==> src/rtl/kernel_psum_acc_pkg.sv <==
// Shared constants for the kernel partial-sum accumulator: parameter defaults,
// FSM state encoding and error-register bit positions.
package kernel_psum_acc_pkg;

   localparam int unsigned DEF_BIT_WIDTH  = 8;
   localparam int unsigned DEF_NUM_KERNEL = 4;
   localparam int unsigned DEF_ACC_WIDTH  = 20;
   localparam int unsigned DEF_LEN_WIDTH  = 16;
   localparam int unsigned DEF_REG_WIDTH  = 32;

   typedef enum logic {
      ST_IDLE = 1'b0,
      ST_ACC  = 1'b1
   } psum_acc_state_e;

   localparam int unsigned ERR_PARTIAL_VAL = 0;
   localparam int unsigned ERR_OVERRUN     = 1;
   localparam int unsigned ERR_SAT         = 2;

endpackage

==> src/rtl/psum_acc_lane.sv <==
// One kernel lane: sign-extends the incoming psum, loads or adds it into the lane
// accumulator, and (with PSUM_ACC_SAT_EN defined) clamps and flags saturation.
module psum_acc_lane
   import kernel_psum_acc_pkg::*;
#(
   parameter int unsigned BIT_WIDTH = DEF_BIT_WIDTH,
   parameter int unsigned ACC_WIDTH = DEF_ACC_WIDTH
) (
   input  logic                 clk,
   input  logic                 rst,
   input  logic                 i_en,
   input  logic                 i_load,
   input  logic [BIT_WIDTH-1:0] i_psum,
   output logic [ACC_WIDTH-1:0] o_sum,
   output logic                 o_sat
);

   logic [ACC_WIDTH-1:0] r_acc;
   logic [ACC_WIDTH-1:0] w_ext;
   logic [ACC_WIDTH-1:0] w_next;

   assign w_ext = ACC_WIDTH'($signed(i_psum));

`ifdef PSUM_ACC_SAT_EN
   logic [ACC_WIDTH:0] w_wide;
   logic               w_ovf;

   // One guard bit: overflow when the two top bits of the widened sum disagree.
   assign w_wide = {r_acc[ACC_WIDTH-1], r_acc} + {w_ext[ACC_WIDTH-1], w_ext};
   assign w_ovf  = w_wide[ACC_WIDTH] ^ w_wide[ACC_WIDTH-1];

   always_comb begin
      w_next = w_wide[ACC_WIDTH-1:0];
      o_sat  = 1'b0;
      if (i_load) begin
         w_next = w_ext;
      end else if (w_ovf) begin
         o_sat  = i_en;
         w_next = w_wide[ACC_WIDTH] ? {1'b1, {(ACC_WIDTH-1){1'b0}}}
                                    : {1'b0, {(ACC_WIDTH-1){1'b1}}};
      end
   end
`else
   assign w_next = i_load ? w_ext : r_acc + w_ext;
   assign o_sat  = 1'b0;
`endif

   always_ff @(posedge clk) begin
      if (!rst) begin
         r_acc <= '0;
      end else if (i_en) begin
         r_acc <= w_next;
      end
   end

   // Next value is exported so the top can capture a finished sum on its final beat.
   assign o_sum = w_next;

endmodule

==> src/rtl/kernel_psum_acc.sv <==
// Accumulates per-kernel psum beats into wide sums and hands results downstream
// over valid/ready; PSUM_ACC_SAT_EN selects saturating instead of wrapping adds.
module kernel_psum_acc
   import kernel_psum_acc_pkg::*;
#(
   parameter int unsigned BIT_WIDTH  = DEF_BIT_WIDTH,
   parameter int unsigned NUM_KERNEL = DEF_NUM_KERNEL,
   parameter int unsigned ACC_WIDTH  = DEF_ACC_WIDTH,
   parameter int unsigned LEN_WIDTH  = DEF_LEN_WIDTH,
   parameter int unsigned REG_WIDTH  = DEF_REG_WIDTH
) (
   input  logic                            clk,
   input  logic                            rst,
   input  logic [LEN_WIDTH-1:0]            i_cfg_len,
   input  logic [BIT_WIDTH*NUM_KERNEL-1:0] i_psum,
   input  logic [NUM_KERNEL-1:0]           i_psum_val,
   output logic [ACC_WIDTH*NUM_KERNEL-1:0] o_acc,
   output logic                            o_acc_val,
   input  logic                            i_acc_rdy,
   output logic                            o_busy,
   output logic [REG_WIDTH-1:0]            err_psum_val
);

   psum_acc_state_e r_state, w_state_nxt;

   logic [LEN_WIDTH-1:0] r_cnt, r_len;
   logic [LEN_WIDTH-1:0] w_cnt_nxt, w_len_nxt;
   logic [LEN_WIDTH-1:0] w_cfg_len, w_cnt_inc;

   logic w_beat, w_partial, w_load, w_done, w_hs, w_overrun;

   logic [ACC_WIDTH*NUM_KERNEL-1:0] w_sum;
   logic [NUM_KERNEL-1:0]           w_lane_sat;

   logic [ACC_WIDTH*NUM_KERNEL-1:0] r_acc_out;
   logic                            r_acc_val;
   logic [2:0]                      r_err;

   assign w_beat    = &i_psum_val;
   assign w_partial = (|i_psum_val) && !w_beat;
   assign w_cfg_len = (i_cfg_len == '0) ? LEN_WIDTH'(1) : i_cfg_len;
   assign w_cnt_inc = r_cnt + LEN_WIDTH'(1);

   for (genvar k = 0; k < NUM_KERNEL; k++) begin : g_lane
      psum_acc_lane #(
         .BIT_WIDTH (BIT_WIDTH),
         .ACC_WIDTH (ACC_WIDTH)
      ) u_lane (
         .clk    (clk),
         .rst    (rst),
         .i_en   (w_beat),
         .i_load (w_load),
         .i_psum (i_psum[BIT_WIDTH*k +: BIT_WIDTH]),
         .o_sum  (w_sum[ACC_WIDTH*k +: ACC_WIDTH]),
         .o_sat  (w_lane_sat[k])
      );
   end

   always_ff @(posedge clk) begin
      if (!rst) begin
         r_state <= ST_IDLE;
         r_cnt   <= '0;
         r_len   <= '0;
      end else begin
         r_state <= w_state_nxt;
         r_cnt   <= w_cnt_nxt;
         r_len   <= w_len_nxt;
      end
   end

   always_comb begin
      w_state_nxt = r_state;
      w_cnt_nxt   = r_cnt;
      w_len_nxt   = r_len;
      w_load      = 1'b0;
      w_done      = 1'b0;
      case (r_state)
         ST_IDLE: begin
            if (w_beat) begin
               w_load    = 1'b1;
               w_cnt_nxt = LEN_WIDTH'(1);
               w_len_nxt = w_cfg_len;
               if (w_cfg_len == LEN_WIDTH'(1)) begin
                  w_done = 1'b1;
               end else begin
                  w_state_nxt = ST_ACC;
               end
            end
         end
         ST_ACC: begin
            if (w_beat) begin
               w_cnt_nxt = w_cnt_inc;
               if (w_cnt_inc == r_len) begin
                  w_done      = 1'b1;
                  w_state_nxt = ST_IDLE;
               end
            end
         end
         default: w_state_nxt = ST_IDLE;
      endcase
   end

   // A completion coinciding with a handshake refills the slot; only a stalled slot overruns.
   assign w_hs      = r_acc_val && i_acc_rdy;
   assign w_overrun = w_done && r_acc_val && !i_acc_rdy;

   always_ff @(posedge clk) begin
      if (!rst) begin
         r_acc_out <= '0;
         r_acc_val <= 1'b0;
         r_err     <= '0;
      end else begin
         if (w_done && !w_overrun) begin
            r_acc_out <= w_sum;
            r_acc_val <= 1'b1;
         end else if (w_hs) begin
            r_acc_out <= '0;
            r_acc_val <= 1'b0;
         end
         if (w_partial) r_err[ERR_PARTIAL_VAL] <= 1'b1;
         if (w_overrun) r_err[ERR_OVERRUN]     <= 1'b1;
         if (|w_lane_sat) r_err[ERR_SAT]       <= 1'b1;
      end
   end

   assign o_acc        = r_acc_out;
   assign o_acc_val    = r_acc_val;
   assign o_busy       = (r_state == ST_ACC);
   assign err_psum_val = {{(REG_WIDTH-3){1'b0}}, r_err};

endmodule

==> config.mk <==
export PLATFORM = sky130hd
export DESIGN_NAME = kernel_psum_acc
export DESIGN_NICKNAME = d
export VERILOG_FILES = /design/src/rtl/kernel_psum_acc_pkg.sv /design/src/rtl/psum_acc_lane.sv /design/src/rtl/kernel_psum_acc.sv
export SDC_FILE = /design/constraint.sdc
export NUM_CORES = 1
export LEC_CHECK = 0
export ABC_AREA = 0
export CAP_MARGIN = 10
export CORE_MARGIN = 2
export CORE_UTILIZATION = 40
export DETAILED_ROUTE_END_ITERATION = 8
export DONT_BUFFER_PORTS = 1
export HOLD_SLACK_MARGIN = 0.03
export PLACE_DENSITY = 0.52
export SYNTH_ARGS = -nofsm -noshare
export SYNTH_HDL_FRONTEND = slang
export SYNTH_SLANG_ARGS = --single-unit
==> constraint.sdc <==
create_clock -name clk -period 3.85 [get_ports clk]
set_input_delay 0.385 -clock clk [delete_from_list [all_inputs] [get_ports clk]]
set_output_delay 0.385 -clock clk [all_outputs]
set_load 0.02 [all_outputs]
# Word level (Yosys, flattened, before mapping)
# Cells that the tools add are included.
[word_totals]
ff_bits = 196
inputBits = 55
out_inout_bits = 114
wordCells = 59
[op_classes]
add_sub_neg = 5
n_eq_ne = 4
muxes = 24
bitwise = 1
n_reduce_logical = 14
[op_table]
columns = ["cell", "count"]
rows = [
  ["$mux 80", 2],
  ["$add 20x20->20", 4],
  ["$mux 20", 4],
  ["$mux 16", 3],
  ["$pmux 16 s2", 1],
  ["$add 16x1->16 const B", 1],
  ["$eq 16x1->1 const B", 1],
  ["$eq 16x16->1", 1],
  ["$logic_not 16->1", 1],
  ["$mux 1", 12],
  ["$logic_and 1x1->1", 5],
  ["$reduce_and 5->1", 1],
  ["$pmux 1 s2", 2],
  ["$reduce_and 4->1", 1],
  ["$reduce_or 4->1", 1],
  ["$logic_not 1->1", 3],
  ["$ne 2x1->1 const B", 1],
  ["$ne 2x2->1 const B", 1],
  ["$reduce_and 2->1", 1],
  ["$reduce_bool 2->1", 1],
  ["$not 1->1", 1],
]

# Depth between registers and ports, before layout
[logic_depth]
depth_word = 11
mapped_depth = 13
depth_no_buf = 11

# By module
# A second synthesis with hierarchy kept.
[hier_totals]
cells_unflattened = 1448
area_unflattened_um2 = 12298.0
[by_module_without_submodules]
columns = ["mod", "instances", "cells_per_inst", "area_per_inst_um2", "seq_area_each_um2"]
rows = [
  ["kernel_psum_acc", 1, 480, 4785.8, 2342.2],
  ["psum_acc_lane (g_lane[2].u_lane ...)", 2, 240, 1861.8, 400.4],
  ["psum_acc_lane (g_lane[0].u_lane)", 1, 245, 1905.6, 400.4],
  ["psum_acc_lane (g_lane[1].u_lane)", 1, 243, 1883.1, 400.4],
]

# Least setup slack after synthesis
# OpenSTA, ideal clock, no wires.
[synth_path]
path_type = "input -> register"
startpoint = "input i_psum[7]"
endpoint = "register g_lane[0].u_lane.r_acc[19]"
setup_time_ps = 120
t_arrival_ps = 2636
t_required_ps = 3730
path_slack_ps = 1094
path_stages = 10
n_path_buf = 0
path_cell_list = "ha_1 > o21a_1 > nor2_1 > or2_2 > o311ai_0 > nand2_1 > o21ai_0 > mux2_2 > o211ai_1 > nand2_1"
[synth_between]
elab_chain_len = 2
[synth_rtl]
columns = ["item", "line", "text"]
rows = [
  ["start: declaration", "kernel_psum_acc.sv:15", "input logic [BIT_WIDTH*NUM_KERNEL-1:0] i_psum,"],
  ["$add 20x20->20", "psum_acc_lane.sv:44", "assign w_next = i_load ? w_ext : r_acc + w_ext;"],
  ["$mux 20 (*)", "psum_acc_lane.sv:44", ""],
  ["end signal: assignment", "psum_acc_lane.sv:52", "r_acc <= w_next;"],
  ["end: declaration", "psum_acc_lane.sv:18", "logic [ACC_WIDTH-1:0] r_acc;"],
]
# Mark *: on every way between the ends. The rest lies on a longest branch, timed or not.
# A chain may end at the register's enable or synchronous reset.

# Worst setup path in the final report
[layout_path]
startpoint = "register r_cnt[0]"
endpoint = "register r_acc_out[58] (netlist: o_acc[58])"
[layout_between]
elab_chain_len = 10
elab_cells_between_ends = 11
cone_classes = "add/sub (1); eq/ne (1); mux (4); reduce/logical (5)"
[layout_rtl]
columns = ["item", "line", "text"]
rows = [
  ["start: declaration", "kernel_psum_acc.sv:26", "logic [LEN_WIDTH-1:0] r_cnt, r_len;"],
  ["start signal: assignment", "kernel_psum_acc.sv:66", "r_cnt <= w_cnt_nxt;"],
  ["$add 16x1->16 (*)", "kernel_psum_acc.sv:42", "assign w_cnt_inc = r_cnt + LEN_WIDTH'(1);"],
  ["$eq 16x16->1 (*)", "kernel_psum_acc.sv:93", "if (w_cnt_inc == r_len) begin"],
  ["$mux 1 (*)", "kernel_psum_acc.sv:93", ""],
  ["$mux 1 (*)", "kernel_psum_acc.sv:91", "if (w_beat) begin"],
  ["$pmux 1 s2 (*)", "kernel_psum_acc.sv:77", "case (r_state)"],
  ["$logic_and 1x1->1 (2 in a row)", "kernel_psum_acc.sv:105", "assign w_overrun = w_done && r_acc_val && !i_acc_rdy;"],
  ["$logic_not 1->1", "kernel_psum_acc.sv:113", "if (w_done && !w_overrun) begin"],
  ["$logic_and 1x1->1 (*)", "kernel_psum_acc.sv:113", ""],
  ["$mux 80 or $reduce_bool 2->1 (tied branches)", "n/a", ""],
  ["end signal: assignment", "kernel_psum_acc.sv:114", "r_acc_out <= w_sum;"],
  ["end: declaration", "kernel_psum_acc.sv:35", "logic [ACC_WIDTH*NUM_KERNEL-1:0] r_acc_out;"],
]
# Marks and branches as above.

==> results.md <==
- Outcome: complete, no violations
- Power Dens Cells: 364 nW/µm²
- Most common cell in the synthesized netlist: nor2_1
- Num CTS Buffers: 17
- GPL Wtd Cong: 0.861
- Initial antenna violation count: 0
- FMAX: 312 MHz
- Max Cap Viol: 0
- Die width: 177 µm
- Crit-path max FO: 11
- Setup ws final: 641 ps
- Fillers: 3087
- H-Tree Depth: 4
- Synth Register Bits: 196
- Asr flop ratio synth: 0
- Startpoint Class: flop
- Share of layout cells above drive strength 1: 0.0474
- FP Rows: 63
- Hold Crit Start: i_cfg_len[5]
- First-pass GRT wire length: 53100 µm
- WHS Path Cells: 2
- Worst path bufs/invs: 0
- Mapped Cells: 1518
- Via/cell ratio: 5.60
- Synth top cells by count: 207 x nor2_1, 196 x dfxtp_1, 155 x nand2_1, 120 x a21oi_1, 85 x o21ai_0
- Dpl ws: 576 ps
- Area Growth Syn to Fin: 6.72%
- Netlist cell types: 78
- Fin nets: 1601
- Sequential element share of the synthesized area: 0.327
- Yosys warns: 0
- CTS Sinks: 196
- DR DRC count: 0
- Die Y: 177 µm
- Hold Fails Final Rpt: 0
- LEAKAGE: 0.00500 µW
- Clk root buf: clkbuf_16
- Post-synth top flop: dfxtp_1
- Post-detailed-routing wire length: 33000 µm
- CTS tree: yes
- DRT iter0 DRCs: 527
- Placed cell count: 1835
- Reg clk slew, reported paths: 70 ps
- Placement-stage cell area: 12200 µm²
- I/O pin cnt: 169
- Levels on crit path: 10
- Drt pass-1 iters: 4
- Final Slew Violations: 0
- Critical path type: reg -> reg
- Synthesized area per cell: 7.91 µm²
- Final setup viols: 0
- Post-route ant nets: 0
- Rel. slew slack: 0.374
- Skew final: 16.2 ps
- Via count: 10500
- Post-CTS Resized: 0
- Final setup TNS: 0 ps
- Worst EP required: 4250 ps
- Half-perimeter wire length after placement: 21900 µm
- Post-synth EDFFs: 0
- R2r setup slk: 640 ps
- Vias in the first global route: 9919
- Routed WL per cell: 17.7 µm
- RR Startpoint: r_cnt[0]$_SDFFE_PN0P_
- Total grt overflow: 0
- Placeable core area: 29600 µm²
- WP data arrival: 3610 ps
- GRT Total Usage: 0.212
- Hold EP: r_len[5]$_SDFFE_PN0P_
- Worst path max stage delay: 480 ps
- Largest cells by area after synthesis: dfxtp_1 33%, ha_1 8.0%, nor2_1 6.5%, a21oi_1 5.0%, nand2_1 4.8%
- Hold WC Path Type: in -> reg
- Crit path time final: 3210 ps
- Number of port buffers: 0
- Syn Std Cell Area: 12000 µm²
- Worst setup EP type: flop
- Peak VDD IR: 288 µV
- Area leader, netlist: dfxtp_1
- Top cell type's share of synthesized area: 0.327
- RSZ-0062 raised after global routing: false
- Pwr Total: 4660 µW
- Ant diodes: 0
- Worst-Skew Late Latency: 460 ps
- Worst R2R End: o_acc[58]$_SDFFE_PN0P_
- Worst-path cell chain: ha_1, nand3_1, xnor2_1, xnor2_1, nor4_1, nand3_1, o31ai_1, nand2_1, a211oi_1, a21o_1
- Initial Utilization: 0.405
- Largest delay share family, worst path: simple AND/OR/NAND/NOR gates
- Pin count of the biggest net entering global routing: 105
- Final worst-path cycle share: 0.833
- Critical Path Slowest Stage Cell: o31ai_1
- Design area: 12800 µm²
- Post-Layout Cell Count: 1868
- CTS Buffer Depth: 2
- Worst r2r path cells: 10
- Die ar.: 31400 µm²
- Worst-margin pin slew: 927 ps
## placed cells by master, fill, tap and decap left out, types with 13 or more instances in the layout
cell / Yosys / routed
a21o_1: 24 / 24
o2bb2ai_1: 15 / 15
a31oi_1: 18 / 18
clkbuf_16: 0 / 17
nand3_1: 26 / 26
buf_4: 33 / 14
conb_1: 1 / 30
inv_1: 25 / 25
ha_1: 77 / 77
nor2_1: 207 / 206
a21oi_1: 120 / 120
xor2_1: 25 / 25
nor3_1: 56 / 56
a211oi_1: 19 / 19
or3_1: 13 / 13
and3_1: 15 / 15
dfxtp_1: 196 / 196
mux2i_1: 15 / 15
o21ai_0: 85 / 85
nand2_1: 155 / 154
a22oi_1: 71 / 71
xnor2_1: 52 / 52
o211ai_1: 14 / 14
## worst register-to-register path, delay by kind of cell (launching register included)
kind,cells,cell delay [ps]
AOI/OAI and AO/OA,3,880
xor gates and xnor gates,2,390
and+or+nand+nor,4,1000
DFF,1,450
adders and majority gates,1,440
## report_power, final
part	switching, µW	internal [µW]	leakage [µW]
clock network	865	1140	0.000315
registers	21.4	2060	0.00158
logic	362	216	0.00310
total	1250	3410	0.00500
## worst max path at each step
stage / start / slack [ps] / end
global placement: i_psum[24] / 660 / g_lane[3].u_lane.r_acc[18]$_SDFFE_PN0P_
CTS: r_cnt[0]$_SDFFE_PN0P_ / 550 / o_acc[58]$_SDFFE_PN0P_
floorplan: i_psum[7] / 1090 / g_lane[0].u_lane.r_acc[19]$_SDFFE_PN0P_
global route: r_cnt[0]$_SDFFE_PN0P_ / 310 / o_acc[58]$_SDFFE_PN0P_
finish: r_cnt[0]$_SDFFE_PN0P_ / 640 / o_acc[58]$_SDFFE_PN0P_
detailed placement: r_cnt[0]$_SDFFE_PN0P_ / 580 / o_acc[58]$_SDFFE_PN0P_
## registers in the layout, summed over array words and instances, names as in the netlist
| register | count |
|---|---|
| r_len | 16 |
| o_acc_val | 1 |
| r_err | 2 |
| r_cnt | 16 |
| o_acc | 80 |
| o_busy | 1 |
| g_lane.u_lane.r_acc | 80 |
## metal layers
metal  vias to the layer above  global-route usage  wire length [µm]
met5                         -                   0                 0
met4                         0              0.0444               311
met3                        20              0.0567              2000
met2                       206               0.345             14800
met1                      4918               0.280             15900
li1                       5308                   -                 -
## timing repair
action,4_1_cts,5_1_grt
hold endpoints to repair,0,1
buffers inserted,0,0
hold buffers,0,1
## kinds of logic (layout without fill, tap and decap cells)
kind of cell,after synthesis,after routing,share of synthesized area
compound gates,445,445,0.244
simple gates,557,557,0.213
mux,18,18,0.0153
fa+ha+maj,81,81,0.0869
buf+inv,143,74,0.0579
other cells,1,30,0.000312
flops,196,196,0.327
xor+xnor,77,77,0.0562
## metrics by stage
stage | hold slack [ps] | utilization
after global placement | 450 | 0.410
final | 61.9 | 0.432
after detailed placement | 452 | 0.410
after floorplan | 440 | -
after CTS | 35.6 | 0.432
after global routing | 40.7 | 0.432
## final cells by class
type                    count  area [µm²]  area share
clock inverters            12         190      0.0148
clock buffers              20         457      0.0356
flip-flops and latches    196        3920       0.306
repair buffers             16         135      0.0105
multi-input cells        1208        7520       0.587
inverters                  26         103     0.00800
well taps                 390         488      0.0381
No activity file was read; power rests on OpenSTA's default activity.
